$ cat src/rtl/fifo_uart_pkg.sv
// Shared definitions for the FIFO-fed UART transmitter: state encoding,
// line idle level and a frame-length helper.
package fifo_uart_pkg;

  // State codes (3 bits).
  localparam logic [2:0] IDLE   = 3'd0;
  localparam logic [2:0] FETCH  = 3'd1;
  localparam logic [2:0] LOAD   = 3'd2;
  localparam logic [2:0] START  = 3'd3;
  localparam logic [2:0] DATA   = 3'd4;
  localparam logic [2:0] PARITY = 3'd5;
  localparam logic [2:0] STOP   = 3'd6;

  typedef enum logic [2:0] {
    ST_IDLE   = IDLE,
    ST_FETCH  = FETCH,
    ST_LOAD   = LOAD,
    ST_START  = START,
    ST_DATA   = DATA,
    ST_PARITY = PARITY,
    ST_STOP   = STOP
  } state_e;

  // Level driven on the serial line whenever no frame is in flight.
  localparam logic TX_IDLE_LEVEL = 1'b1;

  // Serial bits in one frame: start + data + optional parity + stop bits.
  function automatic int frame_bits(input int width, input int parity_en,
                                    input int stop_bits);
    return 1 + width + parity_en + stop_bits;
  endfunction

endpackage

$ cat src/rtl/fifo_uart_tx_baud.sv
// Baud tick generator: free-running counter that wraps explicitly at
// CLKS_PER_BIT-1 and restarts from zero whenever clear is asserted, so every
// FSM state begins with a full bit period.
module baud_tick_gen
  #(parameter int CLKS_PER_BIT = 16)
  (
    input  logic clock,
    input  logic resetn,
    input  logic clear,
    output logic tick
  );

  localparam int CW = (CLKS_PER_BIT > 1) ? $clog2(CLKS_PER_BIT) : 1;
  localparam logic [CW-1:0] LAST = CW'(CLKS_PER_BIT - 1);

  logic [CW-1:0] cnt_q, cnt_d;

  // Next count: restart on clear or at the terminal count, else advance.
  always_comb begin
    cnt_d = cnt_q + 1'b1;
    if (clear || (cnt_q == LAST)) begin
      cnt_d = '0;
    end
  end

  // Counter register.
  always_ff @(posedge clock or negedge resetn) begin
    if (!resetn) begin
      cnt_q <= '0;
    end else begin
      cnt_q <= cnt_d;
    end
  end

  // Tick is decoded from the registered count only.
  assign tick = (cnt_q == LAST);

endmodule

$ cat src/rtl/fifo_uart_tx.sv
// FIFO-fed UART transmitter. Pops one word per frame through the FIFO read
// handshake and shifts it out LSB first with optional parity and 1 or 2 stop
// bits. All outputs are decoded from registered state.
//
// state  | meaning
// IDLE   | line high, waiting for tx_enable and a non-empty FIFO
// FETCH  | one-cycle read strobe to the FIFO
// LOAD   | capture FIFO word (and parity) into the shift register
// START  | start bit, line low for one bit period
// DATA   | data bits, LSB first
// PARITY | parity bit (only when PARITY_EN=1)
// STOP   | stop bit(s), frame_done on the very last cycle
module fifo_uart_tx
  import fifo_uart_pkg::*;
  #(
    parameter int WIDTH        = 8,
    parameter int CLKS_PER_BIT = 16,
    parameter int PARITY_EN    = 0,
    parameter int PARITY_ODD   = 0,
    parameter int STOP_BITS    = 1
  )
  (
    input  logic             clock,
    input  logic             resetn,
    input  logic             tx_enable,
    input  logic             fifo_empty,
    input  logic [WIDTH-1:0] fifo_data_out,
    output logic             fifo_read_enb,
    output logic             tx,
    output logic             busy,
    output logic             frame_done
  );

  localparam int BW = $clog2(WIDTH + 1);
  localparam logic [BW-1:0] LAST_DATA = BW'(WIDTH - 1);
  localparam logic [BW-1:0] LAST_STOP = BW'(STOP_BITS - 1);
  localparam logic          USE_PAR   = (PARITY_EN != 0);
  localparam logic          ODD_PAR   = (PARITY_ODD != 0);

  state_e           state_q, state_d;
  logic [WIDTH-1:0] shift_q, shift_d;
  logic [BW-1:0]    bit_cnt_q, bit_cnt_d;
  logic             parity_q, parity_d;
  logic             tick;
  logic             baud_clear;

  // Every state change restarts the bit-period counter.
  assign baud_clear = (state_d != state_q);

  baud_tick_gen #(.CLKS_PER_BIT(CLKS_PER_BIT)) u_baud (
    .clock  (clock),
    .resetn (resetn),
    .clear  (baud_clear),
    .tick   (tick)
  );

  // Next-state logic; fifo_data_out is only looked at in LOAD so a floating
  // FIFO bus can never leak onto the line.
  always_comb begin
    state_d   = state_q;
    shift_d   = shift_q;
    bit_cnt_d = bit_cnt_q;
    parity_d  = parity_q;
    case (state_q)
      ST_IDLE: begin
        if (tx_enable && !fifo_empty) begin
          state_d = ST_FETCH;
        end
      end
      ST_FETCH: begin
        state_d = ST_LOAD;
      end
      ST_LOAD: begin
        shift_d   = fifo_data_out;
        parity_d  = USE_PAR ? ((^fifo_data_out) ^ ODD_PAR) : 1'b0;
        bit_cnt_d = '0;
        state_d   = ST_START;
      end
      ST_START: begin
        if (tick) begin
          state_d = ST_DATA;
        end
      end
      ST_DATA: begin
        if (tick) begin
          shift_d = shift_q >> 1;
          if (bit_cnt_q == LAST_DATA) begin
            bit_cnt_d = '0;
            state_d   = USE_PAR ? ST_PARITY : ST_STOP;
          end else begin
            bit_cnt_d = bit_cnt_q + 1'b1;
          end
        end
      end
      ST_PARITY: begin
        if (tick) begin
          bit_cnt_d = '0;
          state_d   = ST_STOP;
        end
      end
      ST_STOP: begin
        if (tick) begin
          if (bit_cnt_q == LAST_STOP) begin
            bit_cnt_d = '0;
            state_d   = ST_IDLE;
          end else begin
            bit_cnt_d = bit_cnt_q + 1'b1;
          end
        end
      end
      default: begin
        state_d = ST_IDLE;
      end
    endcase
  end

  // State and datapath registers; reset abandons any frame in flight.
  always_ff @(posedge clock or negedge resetn) begin
    if (!resetn) begin
      state_q   <= ST_IDLE;
      shift_q   <= '0;
      bit_cnt_q <= '0;
      parity_q  <= 1'b0;
    end else begin
      state_q   <= state_d;
      shift_q   <= shift_d;
      bit_cnt_q <= bit_cnt_d;
      parity_q  <= parity_d;
    end
  end

  // Serial line level decoded from the registered state.
  always_comb begin
    tx = TX_IDLE_LEVEL;
    case (state_q)
      ST_START:  tx = ~TX_IDLE_LEVEL;
      ST_DATA:   tx = shift_q[0];
      ST_PARITY: tx = parity_q;
      default:   tx = TX_IDLE_LEVEL;
    endcase
  end

  assign busy          = (state_q != ST_IDLE);
  assign fifo_read_enb = (state_q == ST_FETCH);
  assign frame_done    = (state_q == ST_STOP) && tick && (bit_cnt_q == LAST_STOP);

endmodule

$ cat config.mk
export PLATFORM = sky130hd
export DESIGN_NAME = fifo_uart_tx
export DESIGN_NICKNAME = d
export VERILOG_FILES = /design/src/rtl/fifo_uart_pkg.sv /design/src/rtl/fifo_uart_tx_baud.sv /design/src/rtl/fifo_uart_tx.sv
export SDC_FILE = /design/constraint.sdc
export NUM_CORES = 1
export LEC_CHECK = 0
export BUFFER_PORTS_ARGS = -buffer_cell sky130_fd_sc_hd__buf_2
export CAP_MARGIN = 0
export CORE_MARGIN = 4
export CORE_UTILIZATION = 55
export DETAILED_ROUTE_END_ITERATION = 8
export PLACE_DENSITY = 0.75
export SLEW_MARGIN = 20
export SYNTH_ARGS = -nofsm -noshare
export SYNTH_HDL_FRONTEND = slang
export SYNTH_HIERARCHICAL = 1
export SYNTH_SLANG_ARGS = --single-unit
$ cat constraint.sdc
create_clock -name clock -period 2.37 [get_ports clock]
set_clock_uncertainty 0.05 [all_clocks]
set_input_delay 0.1185 -clock clock [delete_from_list [all_inputs] [get_ports clock]]
set_output_delay 0.1185 -clock clock [all_outputs]
set_load 0.02 [all_outputs]
==> impl_results.md <==
* IO buf count at 15
* Row count at 15
* Final min period at 2.02 ns
* Sink Count at 19
* Worst Reg2Reg Path Length in Cells at 7
* Hold Path Stages at 3
* Seq. cell area at roughly 480 um2
* Share of layout cells above drive strength 1 at 17.2%
* Fmax at 0.495 GHz
* CP startpoint kind: register
* Drt pass-1 iters at 4
* Worst hold start: fifo_data_out[3]
* Drt initial violations at 30
* Diode count at 0
* Ports at 16
* Leakage at 0.604 nW
* CTS tree: yes
* Critical Path Source: u_baud/cnt_q[0]$_DFF_PN0_
* Critical Path Sink Type: output pin
* Cts bufs inserted at 3
* Post-DR wirelength/cell at 14.5 um
* VDD IR-drop max at 245 uV
* Vias in the first global route at just under 900
* Antenna violations before repair at 0
* PostCTS Resize Cnt at 0
* Die area at 0.00275 mm2
* Power Density at between 400 and 500 mW/mm2
* Worst path required time at 2.20 ns
* Tot Pwr at 0.530 mW
* Synthesized area at approximately 0.0011 mm2
* Synth top area share at approximately 44%
* Worst r2r src: u_baud/cnt_q[0]$_DFF_PN0_
* Placed cell areas at 0.00118 mm2
* Post-route setup slack at 0.350 ns
* Worst Hold End: shift_q[3]$_DFFE_PN0P_
* Most frequent cells in the layout: dfrtp_1 (19), nor2_1 (16), buf_2 (15)
* Maximum fanout along the worst path at 11
* Setup TNS at 0 ns
* Final HPWL DP at 1660 um
* HP Class: in -> reg
* Net Count, Synth at 134
* Leading cell type in the layout, fill and taps excluded: dfrtp_1
* Core area at around 0.0018 mm2
* R2r endpoint: u_baud/cnt_q[0]$_DFF_PN0_
* Endpoints failing setup at 0
* Max H-tree Level at 1
* Status: complete, no violations
* DR vias/cell at 5.90
* RD Place Congestion at ~0.76
* Ys Warns at 6
* Total wire length at 2310 um
* DRC viols at 0
* Worst skew pair latency at 0.30 ns
* Total global-route track usage at approximately a fifth
* Via count at 938
* Filler cell count at 167
* Initial Util at 60.3%
* Cell area after layout at 0.00121 mm2
* R2R setup slack at slightly below 0.4 ns
* Distinct cells, synth at a little over 40
* Rel. slew slack at 64.1%
* Seq cells post-synth at 19
* Measured slew at the worst slew-check pin at 0.539 ns
* Syn avg cell area at 9.14 um2
* Worst setup path category: reg -> out
* First-pass GRT wire length at 3920 um
* Routed Antenna Nets at 0
* Die width at 52.5 um
* Pre-CTS setup slack at 0.411 ns
* MaxCap Viol Count at 0
* Sequential area share after synthesis at a little over two fifths
* Reg clk slew, reported paths at 0.11 ns
* RSZ-0062 raised after global routing: no
* Clock Tree Root: clkbuf_4
* Global route total overflow at 0
* Syn Inst Count at 119
* Hold slack at slightly above 0.05 ns
* Die Y at between 50 and 60 um
* Hold Vio Cnt, Final at 0
* Worst path arrival time at between 1.5 and 2 ns
* # nets final at 150
* Largest net degree at the start of global routing at 20
* Final Max Tran Viols at 0
* Multi-input logic area at around 570 um2
* Tcrit/Tclk final at 85.2%
* Area leader, netlist: dfrtp_1
* Clock Tree Buf Depth at 2
* Area Growth Syn to Fin at 11.5%
* Synth top area cells: dfrtp_1 (44%), mux2i_1 (6.4%), a21oi_1 (5.5%)
## kinds of logic after synthesis
logic type | count (synthesis) | share of synthesized area (%)
simple gates | 43 | 20.0
compound gates | 35 | 21.5
flops | 19 | 43.7
buf+inv | 11 | 4.03
mux | 7 | 6.44
fa+ha+maj | 3 | 3.45
xor+xnor | 1 | 0.806
## worst max-delay path: stages (launching register included)
cell	delay [ns]
dfrtp_1	0.41
ha_1	0.23
and3_4	0.28
and3_1	0.25
and4_1	0.21
buf_2	0.16
## power by group
group | total (mW) | switching [mW] | leakage, nW | internal, mW
clock network | 0.169 | 0.103 | 0.0150 | 0.0657
registers | 0.333 | 0.00311 | 0.221 | 0.330
logic | 0.0278 | 0.0144 | 0.368 | 0.0134
## layer usage
layer	global-route usage, %	vias up	part of all wire [%]	wire length, um
met1	24.8	457	46	1060
met4	8.94	0	2.3	54
li1	-	456	-	-
met5	0	-	0	0
met3	3.70	7	3.7	85
met2	32.4	18	48	1110
## through the flow
stage | utilization (%) | instances
after global placement | 65.3 | 154
after detailed placement | 65.3 | 154
after CTS | 67.3 | 159
after floorplan | - | 119
after global routing | 67.3 | 159
final | 67.3 | 159
## worst max-delay path by stage
stage                                           end  cells past startpoint  slack [ns]
after global placement    u_baud/cnt_q[0]$_DFF_PN0_                      7        0.55
final                                    frame_done                      5        0.35
after global routing         shift_q[4]$_DFFE_PN0P_                      6        0.24
after CTS                                frame_done                      5        0.37
after detailed placement  u_baud/cnt_q[0]$_DFF_PN0_                      7        0.41
after floorplan           u_baud/cnt_q[0]$_DFF_PN0_                      8        0.45
## synthesized netlist by cell type
library cell / number
a211o_1: 1
a211oi_1: 1
a21o_1: 1
a21oi_1: 12
a21oi_2: 1
a22o_1: 1
a2bb2oi_1: 1
a311o_1: 1
a311oi_1: 1
a31o_1: 1
a31o_2: 1
a31oi_1: 2
and3_1: 1
and3_4: 1
and4_1: 1
buf_1: 1
buf_2: 2
clkbuf_1: 3
dfrtp_1: 19
ha_1: 3
inv_1: 5
mux2i_1: 7
nand2_1: 10
nand2b_1: 3
nand3_1: 1
nand3b_1: 1
nor2_1: 16
nor2_4: 1
nor2b_1: 2
nor3_1: 3
nor3b_1: 1
o21ai_0: 3
o21ai_1: 1
o21bai_1: 1
o22ai_1: 2
o2bb2ai_1: 2
o31a_1: 1
o32ai_1: 1
or3_1: 1
or4b_1: 1
xnor2_1: 1
## flip-flops by register name, indices dropped and copies added, names as in the netlist
name	count
state_q	3
u_baud/cnt_q	4
shift_q	8
bit_cnt_q	4
## what timing repair did
item / CTS / global route
setup buffers: 0 / 0
hold endpoints to repair: 19 / 0
hold buffers: 1 / 0
## layout make-up
type | count | area share (%)
Clock buffer | 4 | 2.17
Inverter | 5 | 1.55
Multi-Input combinational cell | 89 | 46.9
Sequential cell | 19 | 39.2
Tap cell | 25 | 2.58
Timing Repair Buffer | 17 | 7.64
(Power assumes the default switching activity.)
